File: config.mk
export PLATFORM = sky130hd
export DESIGN_NAME = vec_chunk_fifo_flat
export DESIGN_NICKNAME = d
export VERILOG_FILES = /design/src/rtl/vec_chunk_fifo_if.sv /design/src/rtl/vec_chunk_fifo.sv /design/src/flat_wrapper.sv
export SDC_FILE = /design/constraint.sdc
export NUM_CORES = 1
export LEC_CHECK = 0
export CELL_PAD_IN_SITES_DETAIL_PLACEMENT = 0
export CELL_PAD_IN_SITES_GLOBAL_PLACEMENT = 1
export CORE_MARGIN = 10
export CORE_UTILIZATION = 50
export CTS_CLUSTER_SIZE = 28
export DETAILED_ROUTE_END_ITERATION = 12
export PLACE_DENSITY = 0.73
export SYNTH_ARGS = -nofsm -noshare
export SYNTH_HDL_FRONTEND = slang
export SYNTH_SLANG_ARGS = --single-unit
File: constraint.sdc
create_clock -name clk_in -period 5.3 [get_ports clk_in]
set_input_delay 0.795 -clock clk_in [delete_from_list [all_inputs] [get_ports clk_in]]
set_output_delay 0.795 -clock clk_in [all_outputs]
set_load 0.02 [all_outputs]
File: src/rtl/vec_chunk_fifo_if.sv
// Chunk stream bundle between a vector producer, vec_chunk_fifo and the
// downstream vector stage. The slave modport is the FIFO side.
interface vec_chunk_fifo_if #(
  parameter int WorkingRegs = 4,
  parameter int DepthVecs   = 2
);
  localparam int VecW = $clog2(DepthVecs + 1);

  logic                               wr_valid;
  logic signed [WorkingRegs-1:0][7:0] wr_data;
  logic                               wr_ready;
  logic                               req_chunk_in;
  logic signed [WorkingRegs-1:0][7:0] in_data;
  logic                               in_data_ready;
  logic [VecW-1:0]                    vec_count;
  logic                               overflow;
  logic                               underflow;

  modport master (
    output wr_valid, wr_data, req_chunk_in,
    input  wr_ready, in_data, in_data_ready, vec_count, overflow, underflow
  );

  modport slave (
    input  wr_valid, wr_data, req_chunk_in,
    output wr_ready, in_data, in_data_ready, vec_count, overflow, underflow
  );
endinterface

File: src/rtl/vec_chunk_fifo.sv
// Chunk-granular vector FIFO: stores whole vectors as WorkingRegs-wide chunks,
// shows the head chunk combinationally and advertises readiness per vector.
module vec_chunk_fifo #(
  parameter int InVecLength = 16,
  parameter int WorkingRegs = 4,
  parameter int DepthVecs   = 2
) (
  input  logic           clk_in,
  input  logic           rst_in,
  vec_chunk_fifo_if.slave bus
);
  localparam int ChunksPerVec = InVecLength / WorkingRegs;
  localparam int DepthChunks  = DepthVecs * ChunksPerVec;
  localparam int PtrW = (DepthChunks > 1) ? $clog2(DepthChunks) : 1;
  localparam int CntW = $clog2(DepthChunks + 1);
  localparam int SubW = (ChunksPerVec > 1) ? $clog2(ChunksPerVec) : 1;
  localparam int VecW = $clog2(DepthVecs + 1);
  localparam logic [CntW-1:0] CntFull = CntW'(DepthChunks);
  localparam logic [SubW-1:0] SubLast = SubW'(ChunksPerVec - 1);

  typedef logic [WorkingRegs-1:0][7:0] chunk_t;

  chunk_t mem [DepthChunks];

  logic [PtrW-1:0] wr_ptr_reg, wr_ptr_next;
  logic [PtrW-1:0] rd_ptr_reg, rd_ptr_next;
  logic [SubW-1:0] wr_sub_reg, wr_sub_next;
  logic [SubW-1:0] rd_sub_reg, rd_sub_next;
  logic [CntW-1:0] chunk_count_reg, chunk_count_next;
  logic [VecW-1:0] vec_count_reg, vec_count_next;
  logic            overflow_reg, overflow_next;
  logic            underflow_reg, underflow_next;

  logic   pop_accept;
  logic   push_accept;
  logic   wr_wrap;
  logic   rd_wrap;
  chunk_t head_chunk;
  chunk_t head_lanes;

  // A pop frees the head slot in the same cycle, so a full FIFO may still
  // accept a push when it is also being popped.
  assign pop_accept  = bus.req_chunk_in && (chunk_count_reg != '0);
  assign push_accept = bus.wr_valid && ((chunk_count_reg < CntFull) || pop_accept);
  assign wr_wrap     = push_accept && (wr_sub_reg == SubLast);
  assign rd_wrap     = pop_accept  && (rd_sub_reg == SubLast);

  always_comb begin
    wr_ptr_next      = wr_ptr_reg;
    rd_ptr_next      = rd_ptr_reg;
    wr_sub_next      = wr_sub_reg;
    rd_sub_next      = rd_sub_reg;
    chunk_count_next = chunk_count_reg;
    vec_count_next   = vec_count_reg;
    overflow_next    = overflow_reg | (bus.wr_valid & ~push_accept);
    underflow_next   = underflow_reg | (bus.req_chunk_in & ~pop_accept);

    if (push_accept) begin
      wr_ptr_next = wr_ptr_reg + 1'b1;
      wr_sub_next = wr_wrap ? '0 : wr_sub_reg + 1'b1;
    end
    if (pop_accept) begin
      rd_ptr_next = rd_ptr_reg + 1'b1;
      rd_sub_next = rd_wrap ? '0 : rd_sub_reg + 1'b1;
    end

    unique case ({push_accept, pop_accept})
      2'b10:   chunk_count_next = chunk_count_reg + 1'b1;
      2'b01:   chunk_count_next = chunk_count_reg - 1'b1;
      default: chunk_count_next = chunk_count_reg;
    endcase

    // Completion on the write side and retirement on the read side may
    // coincide; both adjustments apply and cancel.
    unique case ({wr_wrap, rd_wrap})
      2'b10:   vec_count_next = vec_count_reg + 1'b1;
      2'b01:   vec_count_next = vec_count_reg - 1'b1;
      default: vec_count_next = vec_count_reg;
    endcase
  end

  always_ff @(posedge clk_in or negedge rst_in) begin
    if (!rst_in) begin
      wr_ptr_reg      <= '0;
      rd_ptr_reg      <= '0;
      wr_sub_reg      <= '0;
      rd_sub_reg      <= '0;
      chunk_count_reg <= '0;
      vec_count_reg   <= '0;
      overflow_reg    <= 1'b0;
      underflow_reg   <= 1'b0;
    end else begin
      wr_ptr_reg      <= wr_ptr_next;
      rd_ptr_reg      <= rd_ptr_next;
      wr_sub_reg      <= wr_sub_next;
      rd_sub_reg      <= rd_sub_next;
      chunk_count_reg <= chunk_count_next;
      vec_count_reg   <= vec_count_next;
      overflow_reg    <= overflow_next;
      underflow_reg   <= underflow_next;
    end
  end

  // Storage is deliberately left out of reset.
  always_ff @(posedge clk_in) begin
    if (push_accept) begin
      mem[wr_ptr_reg] <= bus.wr_data;
    end
  end

  assign head_chunk = mem[rd_ptr_reg];

  for (genvar gi = 0; gi < WorkingRegs; gi++) begin : g_lane
    assign head_lanes[gi] = head_chunk[gi];
  end

  assign bus.in_data       = head_lanes;
  assign bus.in_data_ready = (vec_count_reg != '0);
  assign bus.wr_ready      = (chunk_count_reg < CntFull);
  assign bus.vec_count     = vec_count_reg;
  assign bus.overflow      = overflow_reg;
  assign bus.underflow     = underflow_reg;
endmodule

File: src/flat_wrapper.sv
// flat-port wrapper written by rule: the top's interface ports become plain ports
module vec_chunk_fifo_flat 
#(
  parameter int InVecLength = 16,
  parameter int WorkingRegs = 4,
  parameter int DepthVecs   = 2
)
  (clk_in, rst_in, bus_wr_valid, bus_wr_data, bus_req_chunk_in, bus_wr_ready, bus_in_data, bus_in_data_ready, bus_vec_count, bus_overflow, bus_underflow);
  vec_chunk_fifo_if #(.WorkingRegs(WorkingRegs), .DepthVecs(DepthVecs)) bus_i ();
  input  logic clk_in;
  input  logic rst_in;
  input wire logic [$bits(bus_i.wr_valid)-1:0] bus_wr_valid;
  input wire logic [$bits(bus_i.wr_data)-1:0] bus_wr_data;
  input wire logic [$bits(bus_i.req_chunk_in)-1:0] bus_req_chunk_in;
  output wire logic [$bits(bus_i.wr_ready)-1:0] bus_wr_ready;
  output wire logic [$bits(bus_i.in_data)-1:0] bus_in_data;
  output wire logic [$bits(bus_i.in_data_ready)-1:0] bus_in_data_ready;
  output wire logic [$bits(bus_i.vec_count)-1:0] bus_vec_count;
  output wire logic [$bits(bus_i.overflow)-1:0] bus_overflow;
  output wire logic [$bits(bus_i.underflow)-1:0] bus_underflow;
  assign bus_i.wr_valid = bus_wr_valid;
  assign bus_i.wr_data = bus_wr_data;
  assign bus_i.req_chunk_in = bus_req_chunk_in;
  assign bus_wr_ready = bus_i.wr_ready;
  assign bus_in_data = bus_i.in_data;
  assign bus_in_data_ready = bus_i.in_data_ready;
  assign bus_vec_count = bus_i.vec_count;
  assign bus_overflow = bus_i.overflow;
  assign bus_underflow = bus_i.underflow;
  vec_chunk_fifo #(.InVecLength(InVecLength), .WorkingRegs(WorkingRegs), .DepthVecs(DepthVecs)) u_core (.clk_in(clk_in), .rst_in(rst_in), .bus(bus_i));
endmodule
# Word-level counts from Yosys, hierarchy flattened
# Memory sizes are Yosys's and may differ from the RTL's.
# Cells that the tools add are included.
[op_classes] n_addsub=8 order_cmp=1 n_eq_ne=6 muxes=6 bitwise=6 reduce_logical=9
[op_table] cell="2-bit == test, second input constant" count=4
[op_table] cell="4-bit case mux with 2 select lines" count=1
[op_table] cell="2-bit by 1-bit adder with 2-bit output, second input constant" count=3
[op_table] cell="3-bit by 1-bit adder with 3-bit output, second input constant" count=2
[op_table] cell="2-bit nonzero test" count=3
[op_table] cell="4-bit by 1-bit adder with 4-bit output, second input constant" count=1
[op_table] cell="2-bit by 1-bit == test with 1-bit output, second input constant" count=2
[op_table] cell="1-bit logical AND" count=4
[op_table] cell="4-bit < comparator, second input constant" count=1
[op_table] cell="2-bit 2-to-1 mux" count=2
[op_table] cell="2-bit case mux with 2 select lines" count=1
[op_table] cell="4-bit nonzero test" count=1
[op_table] cell="4-bit by 1-bit subtractor with 4-bit output, second input constant" count=1
[op_table] cell="1-bit AND" count=2
[op_table] cell="1-bit 2-to-1 mux" count=2
[op_table] cell="1-bit inverter" count=2
[op_table] cell="1-bit bitwise OR" count=2
[op_table] cell="2-bit by 1-bit subtractor with 2-bit output, second input constant" count=1
[op_table] cell="1-bit logical OR" count=1
[word_totals] ff_bits=18 ram_bits=256 input_bits=36 out_inout_bits=38 memories=1
[memory_table] memory="u_core.mem" depth=8 width=32 read_ports=1 rd_ports_with_merged_regs=0 write_ports=1 line="vec_chunk_fifo.sv:23" source="chunk_t mem [DepthChunks];"

# Depth between registers and ports, before layout
# Gate-level depths: netlist of run 1.
[depth] depth_word=7 ltp_mapped=11 depth_no_buf=10

# Worst setup path before layout of run 1
# No wires, ideal clock.
[synth_timing] path_kind="in2reg" start="input port bus_req_chunk_in" end="memory u_core.mem[0][0] in the netlist's numbering, enable pin" t_arrival_ns=4.399 path_slack_ns=0.400 stages=5 path_cell_list="nand2b_1 and2_1 clkbuf_1 inv_2 nor4_1"
[synth_between] elab_chain_len=5
[synth_rtl] element="from (decl)" line="flat_wrapper.sv:14" source="input wire logic [$bits(bus_i.req_chunk_in)-1:0] bus_req_chunk_in;"
[synth_rtl] element="1-bit logical AND" line="vec_chunk_fifo.sv:43" source="assign pop_accept = bus.req_chunk_in && (chunk_count_reg != '0);"
[synth_rtl] element="1-bit logical OR" line="vec_chunk_fifo.sv:44" source="assign push_accept = bus.wr_valid && ((chunk_count_reg < CntFull) || pop_accept);"
[synth_rtl] element="1-bit logical AND" line="vec_chunk_fifo.sv:44"
[synth_rtl] element="1-bit 2-to-1 mux" line="vec_chunk_fifo.sv:106" source="if (push_accept) begin"
[synth_rtl] element="1-bit 2-to-1 mux (not written as such)" line="vec_chunk_fifo.sv:107" source="mem[wr_ptr_reg] <= bus.wr_data;"
[synth_rtl] element="to (decl)" line="vec_chunk_fifo.sv:23"
# Every way passes these cells.

# Worst setup path in the final report of run 1
[layout_timing] start="register u_core.rd_ptr_reg[0]" end="output port bus_in_data[25]"
[layout_between] elab_chain_len=1
[layout_rtl] element="from (decl)" line="vec_chunk_fifo.sv:26" source="logic [PtrW-1:0] rd_ptr_reg, rd_ptr_next;"
[layout_rtl] element="from (signal assigned)" line="vec_chunk_fifo.sv:94" source="rd_ptr_reg <= rd_ptr_next;"
[layout_rtl] element="memory read 8 x 32 bit"
[layout_rtl] element="to (decl)" line="flat_wrapper.sv:16" source="output wire logic [$bits(bus_i.in_data)-1:0] bus_in_data;"
# Every way passes these cells.

==> metrics.md, run 1 <==
| Metric | Value |
|---|---|
| Most common cell in the netlist | `edfxtp_1` |
| Sequential area share after synthesis | `76.3%` |
| Synth area leaders | `edfxtp_1 (72%), mux4_2 (8.2%), mux4_1 (6.2%), dfrtp_1 (4.2%), mux2_2 (3.5%)` |
| Top cell type by total area after synthesis | `edfxtp_1` |
| Area of the core | `21,000 um2` |
| Largest net degree at the start of global routing | `49` |
| CP Max Fanout | `48` |
| Simple-gate share of the synthesized area | `1.81%` |
| Met1 Wirelength | `7980 um` |
| Max Used Layer | `met4` |
| Area fraction in compound gates after synthesis | `0.434%` |
| Ports | `74` |
| Worst hold path type | `flop to flop` |
| Clock buffer depth | `3` |
| Pleak | `about 4.3 nW` |
| Resized Gates After CTS | `0` |
| Via-to-Cell Ratio | `5.57` |
| Clock sink count | `274` |
| Critical path capture point type | `primary output` |
| Die width | `166 um` |
| Synth Area in XOR/XNOR | `~1.1%` |
| Max incr delay on CP | `0.68 ns` |
| VDD IR max | `0.350 mV` |
| HPWL Detailed | `~11,000 um` |
| Post-Route WL | `a little under 20,000 um` |
| Multiplexer share of the synthesized area | `between 10% and 20%` |
| Wire per inst | `22.6 um` |
| Share of flip-flops with an asynchronous set or reset | `6.57%` |
| Number of hold buffers added after cts | `0` |
| Arrival @ worst endpoint | `3.07 ns` |
| Crit start category | `flop` |
| Top FF cell, synth | `edfxtp_1` |
| H-tree depth | `1` |
| Critical Path Source | `u_core.rd_ptr_reg[0]` |
| R2r startpoint | `u_core.chunk_count_reg[1]` |
| # placed instances | `approximately 810` |
| Gr ovfl total | `0` |
| Initial Util | `slightly above 50%` |
| Tightest Pin Transition | `1.03 ns` |
| Total CTS buffers | `28` |
| Total track usage | `between 10% and 20%` |
| Final Hold Vio Count | `0` |
| TNS Setup | `0 ns` |
| Post-synth EDFFs | `256` |
| Fin. max-slew vios | `0` |
| P per Cell Area | `566 nW/um2` |
| Most frequent cells after synthesis | `edfxtp_1 (256), mux4_2 (39), mux2_2 (33), mux4_1 (25)` |
| Initial DRC count | `309` |
| Syn nets | `507` |
| Postcts setup bufs | `0` |
| Setup Skew | `0.0107 ns` |
| Crit-path slowest cell | `dfrtp_4` |
| Worst R2R Setup Slack | `2.77 ns` |
| CP cell instances | `buf_12, mux4_1, mux2_2, clkdlybuf4s50_1` |
| Synthesized area per cell | `roughly 23 um2` |
| Post-synth top area share | `72.1%` |
| Worst Path Required | `between 4 and 5 ns` |
| Worst setup path endpoint | `bus_in_data[25]` |
| Rows | `53` |
| DRC | `0` |
| Register-to-Register Path Depth | `10` |
| Clock Latency Late Sink | `approximately 0.52 ns` |
| Fin util | `61.0%` |
| Vias post-DR | `4,789` |
| First-pass GRT wire length | `30,400 um` |
| Critical path class | `flop to primary output` |
| RSZ-0062 raised after global routing | `no` |
| Clk slew on worst S/H paths | `0.06 ns` |
| Die area | `27,600 um2` |
| Max FFs per register | `256` |
| Synth warn | `0` |
| Initial antenna violation count | `2` |
| F_max | `258 MHz` |
| Layout Cells excl Fill | `between 800 and 900` |
| Layout Nets | `607` |
| Max Cap Violations | `0` |
| Antenna Nets Post-Route | `0` |
| CTS tree | `done` |
| Max transition margin | `between 30% and 40%` |
| Vias in the first global route | `5,184` |
| Syn Std Cell Area | `10,700 um2` |
| Final setup fails | `0` |
| Cells after Synth | `~460` |
| IO Port Bufs | `73` |
| Router iterations before antenna repair | `5` |
| Share of cells above drive strength 1 | `25.0%` |
| WL met3 | `between 1000 and 1500 um` |
| RD Place Congestion | `a little over 0.7` |
| Largest family of logic cells by synthesized area | `multiplexers` |
| Area Overhead vs Synth | `20.2%` |
| Run status | `completed` |
| Min cycle time layout | `3.87 ns` |
| #FFs+latches synth | `274` |
| Synth Area in Adders | `0.939%` |
| Die Y | `166 um` |
| Root Buffer | `clkbuf_16` |
| WL met2 | `9850 um` |
| Reg-to-reg endpoint | `u_core.chunk_count_reg[2]` |
| Final period util | `73.0%` |
| Distinct cells, synth | `30` |
## worst max-delay path, delay by kind of cell (launching register included)
family	cells	cell delay, ns
flops	1	0.68
buf+inv	2	0.94
mux	2	0.91
## cells by family after synthesis
kind of cell / after synthesis
compound gates: 7
xor+xnor: 13
fa+ha+maj: 8
buf+inv: 23
flops: 274
mux: 97
simple gates: 41
## through the flow
| stage | cell area (um2) | power, mW | hold WS, ns | setup WS, ns |
|---|---|---|---|---|
| 2_1_floorplan | 10700 | 4.39 | 0.450 | 0.400 |
| 3_3_place_gp | 11800 | 5.17 | 0.448 | 1.91 |
| 3_5_place_dp | 11800 | 5.19 | 0.464 | 1.92 |
| 4_1_cts | 12800 | 7.37 | 0.481 | 1.35 |
| 5_1_grt | 12800 | 7.59 | 0.506 | 1.27 |
| 6_report | 12800 | 7.25 | 0.469 | 1.43 |
## area by class of cell
class | instances | area (um2)
tap | 275 | 344
inverter | 4 | 15.0
fill | 1449 | 8200
antenna | 1 | 2.50
clock inverter | 21 | 310
sequential | 274 | 8140
clock buffer | 30 | 729
multi-input combinational | 166 | 2410
timing repair buffer | 89 | 863
## how the worst min path moves through the flow
stage,depth (start not counted),start,slack (ns),to
after floorplan,2,u_core.rd_sub_reg[1],0.45,u_core.rd_sub_reg[1]
after global placement,1,u_core.bus.underflow,0.45,u_core.bus.underflow
after detailed placement,1,u_core.bus.underflow,0.46,u_core.bus.underflow
after CTS,1,u_core.bus.underflow,0.48,u_core.bus.underflow
after global routing,1,u_core.bus.underflow,0.51,u_core.bus.underflow
final,1,u_core.bus.underflow,0.47,u_core.bus.underflow
## power by group
group	total [mW]	internal (mW)	switching, mW
clock	2.16	1.38	0.779
sequential	2.93	2.67	0.251
combinational	2.17	1.16	1.00
total	7.25	5.22	2.03
## cells in the final DEF (no fill, tap or decap), types with 2 or more instances in the layout
cell type	netlist	layout
a21o_1	3	3
and2_1	2	2
buf_4	0	15
bufinv_16	0	8
clkbuf_16	0	29
clkdlybuf4s50_1	0	73
clkinv_1	0	5
clkinv_2	0	4
clkinvlp_4	0	3
dfrtp_1	18	15
dfrtp_2	0	2
edfxtp_1	256	256
ha_1	8	8
inv_1	3	3
mux2_2	33	33
mux4_1	25	25
mux4_2	39	39
nand2_1	18	18
nand2b_1	4	4
nor2_1	5	2
nor2_4	0	3
nor3_1	7	3
nor3_2	0	4
xnor2_1	8	8
xor2_1	5	5
## layer usage
layer / vias up / track usage (%)
met5: - / 0
met2: 129 / 23.2
met4: 0 / 3.35
met3: 21 / 3.60
met1: 2498 / 17.7
li1: 2141 / -
Power figures use the tool's default switching activity.
==> run 2, diff against run 1 <==
Clock period 5.3 ns to 4.01 ns, I/O delays scaled along.
==> metrics.md, run 2 (synthesis results as in run 1) <==
| Metric | Value |
|---|---|
| Run status | `completed (unchanged)` |
| Die Y | `166 um (unchanged)` |
| Max transition margin | `43.3% (was 31.2%)` |
| Pleak | `4.19 nW (was 4.26 nW)` |
| Initial antenna violation count | `1 (was 2)` |
| Most frequent cells in the layout | `edfxtp_1 (256), clkdlybuf4s50_1 (73), mux4_2 (39) (unchanged)` |
| Setup Skew | `0.0154 ns (was 0.0107 ns)` |
| IO Port Bufs | `73 (unchanged)` |
| Share of cells above drive strength 1 | `23.8% (was 25.0%)` |
| Total CTS buffers | `27 (was 28)` |
| Total power | `9.15 mW (was 7.25 mW)` |
| Register-to-Register Path Depth | `10 (unchanged)` |
| Area Overhead vs Synth | `18.9% (was 20.2%)` |
| HPWL Detailed | `11,900 um (was 11,300 um)` |
| R2r startpoint | `u_core.chunk_count_reg[1] (unchanged)` |
| P per Cell Area | `722 nW/um2 (was 566 nW/um2)` |
| Initial DRC count | `418 (was 309)` |
| Initial Util | `50.7% (unchanged)` |
| Filler cell count | `1,487 (was 1,449)` |
| Area of the core | `21,000 um2 (unchanged)` |
| Layout Nets | `609 (was 607)` |
| Wire per inst | `23.3 um (was 22.6 um)` |
| Arrival @ worst endpoint | `3.06 ns (was 3.07 ns)` |
| CP cell instances | `buf_4, mux4_1, mux2_2, clkdlybuf4s50_1 (was buf_12, mux4_1, mux2_2, clkdlybuf4s50_1)` |
| RD Place Congestion | `0.683 (was 0.709)` |
| Crit start category | `flop (unchanged)` |
| Final setup fails | `0 (unchanged)` |
| Gr ovfl total | `0 (unchanged)` |
| Vias in the first global route | `5,330 (was 5,184)` |
| VDD IR max | `0.342 mV (was 0.350 mV)` |
| Worst hold path type | `flop to flop (unchanged)` |
| Resized Gates After CTS | `0 (unchanged)` |
| Largest net degree at the start of global routing | `39 (was 49)` |
| F_max | `273 MHz` |
| RSZ-0062 raised after global routing | `no (unchanged)` |
| Diodes inserted | `0 (was 1)` |
| Via-to-Cell Ratio | `5.69 (was 5.57)` |
| Critical path capture point type | `primary output (unchanged)` |
| Worst setup path endpoint | `bus_in_data[9] (was bus_in_data[25])` |
| Reg-to-reg endpoint | `u_core.chunk_count_reg[2] (unchanged)` |
| CP Max Fanout | `25 (was 48)` |
| Tightest Pin Transition | `0.849 ns (was 1.03 ns)` |
| Max incr delay on CP | `0.75 ns (was 0.68 ns)` |
| Critical Path Source | `u_core.rd_ptr_reg[0] (unchanged)` |
| Clock Latency Late Sink | `0.52 ns (about the same)` |
| Final period util | `91.3%` |
| Post-Route WL | `20,000 um (was 19,400 um)` |
| Worst R2R Setup Slack | `1.36 ns (was 2.77 ns)` |
| TNS Setup | `0 ns (unchanged)` |
| Rows | `53 (unchanged)` |
| Max Cap Violations | `0 (unchanged)` |
| Ports | `74 (unchanged)` |
| Min cycle time layout | `3.66 ns` |
| Final Hold Vio Count | `0 (unchanged)` |
| Die width | `166 um (unchanged)` |
| Worst Path Required | `3.41 ns (was 4.51 ns)` |
| Antenna Nets Post-Route | `0 (unchanged)` |
| Critical path class | `flop to primary output (unchanged)` |
| Commonest non-fill, non-tap cell in the layout | `edfxtp_1 (unchanged)` |
| Bufs and invs on worst path | `2 (unchanged)` |
| Crit path depth | `4 (unchanged)` |
| Clock sink count | `274 (unchanged)` |
| H-tree depth | `1 (unchanged)` |
| First-pass GRT wire length | `31,600 um (was 30,400 um)` |
| Clk slew on worst S/H paths | `0.06 ns (about the same)` |
| Vias post-DR | `4,879 (was 4,789)` |
| Number of hold buffers added after cts | `0 (unchanged)` |
| Clock buffer depth | `3 (unchanged)` |
| Max FFs per register | `256 (unchanged)` |
| Crit-path slowest cell | `dfrtp_4 (unchanged)` |
| Root Buffer | `clkbuf_16 (unchanged)` |
| Total track usage | `14.4% (was 13.9%)` |
| Router iterations before antenna repair | `5 (unchanged)` |
| Family with the most delay on the worst path | `buffers and inverters (unchanged)` |
| Fin. max-slew vios | `0 (unchanged)` |
| Die area | `27,600 um2 (unchanged)` |
| Postcts setup bufs | `0 (unchanged)` |
| CTS tree | `done (unchanged)` |
| DRC | `0 (unchanged)` |
## run 2: worst min path at each step
stage                                end  depth (start not counted)                 start
floorplan            u_core.bus.overflow                          0                rst_in
global placement    u_core.bus.underflow                          1  u_core.bus.underflow
detailed placement  u_core.bus.underflow                          1  u_core.bus.underflow
CTS                 u_core.bus.underflow                          1  u_core.bus.underflow
global route         u_core.bus.overflow                          1   u_core.bus.overflow
finish              u_core.bus.underflow                          1  u_core.bus.underflow
## run 2: area by class of cell
class	instances	area (um2)	share of cell area, %
clock buffers	32	694	5.48
inverters	4	15.0	0.118
well taps	275	344	2.71
flip-flops and latches	274	8140	64.3
multi-input cells	166	2420	19.1
clock inverters	15	123	0.968
repair buffers	92	936	7.38
## run 2: metrics by stage
stage,setup slack (ns),util (%),instance area [um2],hold WS [ns],instances
CTS,0.266,60.3,12700,0.471,858
global route,0.173,60.3,12700,0.514,858
floorplan,0.151,-,10700,0.306,463
global placement,0.862,56.4,11900,0.446,811
finish,0.348,60.3,12700,0.466,858
detailed placement,0.837,56.4,11900,0.450,811
## run 2: routing by layer
metal,wire [um],global-route usage [%]
met5,13,0
met2,9970,24.0
met1,8650,19.2
met3,1130,3.01
met4,253,3.31
## run 2: where the power goes
| group | leakage (nW) | switching, mW | internal (mW) |
|---|---|---|---|
| Clock | 0.398 | 0.975 | 1.35 |
| Sequential | 2.52 | 0.306 | 3.54 |
| Combinational | 1.27 | 1.40 | 1.58 |
| Total | 4.19 | 2.68 | 6.47 |
==> run 3, diff against run 2 <==
Clock period 4.01 ns to 4 ns, I/O delays scaled along.
==> metrics.md, run 3 (synthesis results as in run 1) <==
| Metric | Value |
|---|---|
| HPWL Detailed | `11,800 um (was 11,900 um)` |
| TNS Setup | `0 ns (unchanged)` |
| Clock sink count | `274 (unchanged)` |
| Postcts setup bufs | `0 (unchanged)` |
| Most frequent cells in the layout | `edfxtp_1 (256), clkdlybuf4s50_1 (73), mux4_2 (39) (unchanged)` |
| Worst hold path type | `flop to flop (unchanged)` |
| FF/Latch Area | `8140 um2 (unchanged)` |
| Fin util | `60.9% (was 60.3%)` |
| Tightest Pin Transition | `0.826 ns (was 0.849 ns)` |
| F_max | `between 200 and 300 MHz` |
| Filler cell count | `1,462 (was 1,487)` |
| Hold Path Stages | `1 (unchanged)` |
| Final setup fails | `0 (unchanged)` |
| Share of cells above drive strength 1 | `25.3% (was 23.8%)` |
| Clk slew on worst S/H paths | `0.06 ns (about the same)` |
| Final period util | `92.9%` |
| VDD IR max | `0.650 mV (was 0.342 mV)` |
| Total CTS buffers | `28 (was 27)` |
| Crit start category | `flop (unchanged)` |
| Initial Util | `50.7% (unchanged)` |
| Reg-to-reg endpoint | `u_core.chunk_count_reg[2] (unchanged)` |
| Arrival @ worst endpoint | `3.12 ns (was 3.06 ns)` |
| Setup Skew | `0.00790 ns (was 0.0154 ns)` |
| R2r startpoint | `u_core.chunk_count_reg[1] (unchanged)` |
| Layout Nets | `614 (was 609)` |
| First-pass GRT wire length | `31,000 um (was 31,600 um)` |
| Ports | `74 (unchanged)` |
| Min cycle time layout | `3.72 ns` |
| Pleak | `4.26 nW (was 4.19 nW)` |
| Run status | `completed (unchanged)` |
| Multi-input logic area | `2420 um2 (unchanged)` |
| RD Place Congestion | `0.710 (was 0.683)` |
| Die area | `27,600 um2 (unchanged)` |
| Total power | `9.41 mW (was 9.15 mW)` |
| H-tree depth | `1 (unchanged)` |
| Post-Route WL | `19,800 um (was 20,000 um)` |
| Register-to-Register Path Depth | `10 (unchanged)` |
| Max Cap Violations | `0 (unchanged)` |
| Hold endpoint | `u_core.bus.underflow (unchanged)` |
| Area Overhead vs Synth | `20.0% (was 18.9%)` |
| Final WS setup | `0.283 ns (was 0.348 ns)` |
| Vias post-DR | `4,880 (was 4,879)` |
| Max FFs per register | `256 (unchanged)` |
| IO Port Bufs | `73 (unchanged)` |
| Die width | `166 um (unchanged)` |
| Initial antenna violation count | `1 (unchanged)` |
| Wire per inst | `22.9 um (was 23.3 um)` |
| Root Buffer | `clkbuf_16 (unchanged)` |
| Diodes inserted | `0 (unchanged)` |
| CP Max Fanout | `32 (was 25)` |
| Total track usage | `14.2% (was 14.4%)` |
| Router iterations before antenna repair | `4 (was 5)` |
| Via-to-Cell Ratio | `5.63 (was 5.69)` |
| RSZ-0062 raised after global routing | `no (unchanged)` |
| Resized Gates After CTS | `0 (unchanged)` |
| Fin. max-slew vios | `0 (unchanged)` |
| Final Hold Vio Count | `0 (unchanged)` |
| P per Cell Area | `736 nW/um2 (was 722 nW/um2)` |
| Initial DRC count | `321 (was 418)` |
| Vias in the first global route | `5,315 (was 5,330)` |
| Largest net degree at the start of global routing | `38 (was 39)` |
| Hold path startpoint | `u_core.bus.underflow (unchanged)` |
| Antenna Nets Post-Route | `0 (unchanged)` |
| Number of hold buffers added after cts | `0 (unchanged)` |
| CTS tree | `done (unchanged)` |
| Critical path capture point type | `primary output (unchanged)` |
| Max transition margin | `44.7% (was 43.3%)` |
| Gr ovfl total | `0 (unchanged)` |
| DRC | `0 (unchanged)` |
| Commonest non-fill, non-tap cell in the layout | `edfxtp_1 (unchanged)` |
| Worst R2R Setup Slack | `1.38 ns (was 1.36 ns)` |
| Worst Path Required | `3.40 ns (was 3.41 ns)` |
| Pre-CTS setup slack | `0.772 ns (was 0.837 ns)` |
| Rows | `53 (unchanged)` |
| Clock buffer depth | `3 (unchanged)` |
| Area of the core | `21,000 um2 (unchanged)` |
| Die Y | `166 um (unchanged)` |
| Clock Latency Late Sink | `0.53 ns (was 0.52 ns)` |
| Critical path class | `flop to primary output (unchanged)` |
run 3: cell count changes in the layout (fill, tap and decap cells not counted), sizes merged:
cell	before	now
buf	19	23
bufinv	2	4
clkinv	12	14
clkinvlp	1	2
run 3: through the flow:
stage                     hold WS [ns]  std cells  cell area [um2]
final                            0.465        867            12800
after global routing             0.490        867            12800
after CTS                        0.467        867            12800
after detailed placement         0.447        815            11900
after global placement           0.443        815            11900
after floorplan                  0.304        463            10700
run 3: worst max-delay path by stage:
stage / start / endpoint / cells after the start
floorplan: bus_req_chunk_in / u_core.mem[2][0] / 5
global placement: u_core.rd_ptr_reg[0] / bus_in_data[7] / 4
detailed placement: u_core.rd_ptr_reg[0] / bus_in_data[12] / 4
CTS: u_core.rd_ptr_reg[0] / bus_in_data[12] / 4
global route: u_core.rd_ptr_reg[0] / bus_in_data[8] / 4
finish: u_core.rd_ptr_reg[0] / bus_in_data[7] / 4
run 3: layer usage:
metal / wire (um) / GRT usage [%]
met1: 8480 / 18.5
met2: 10100 / 23.8
met3: 911 / 3.01
met4: 349 / 3.58
met5: 13 / 0
run 3: cell type report:
class,count,share of cell area [%]
Multi-Input combinational cell,166,18.9
Clock inverter,20,1.54
Sequential cell,274,63.7
Inverter,4,0.117
Clock buffer,32,5.76
Tap cell,275,2.69
Timing Repair Buffer,96,7.35
run 3: critical path, stage by stage (launching register included):
cell	delay, ns
dfrtp_4	0.84
buf_4	0.33
mux4_1	0.58
mux2_2	0.27
clkdlybuf4s50_1	0.54
run 3: power breakdown:
part | switching, mW | leakage [nW] | internal, mW | total (mW)
combinational | 1.40 | 1.28 | 1.59 | 2.99
sequential | 0.296 | 2.52 | 3.54 | 3.84
clock | 1.01 | 0.456 | 1.57 | 2.58
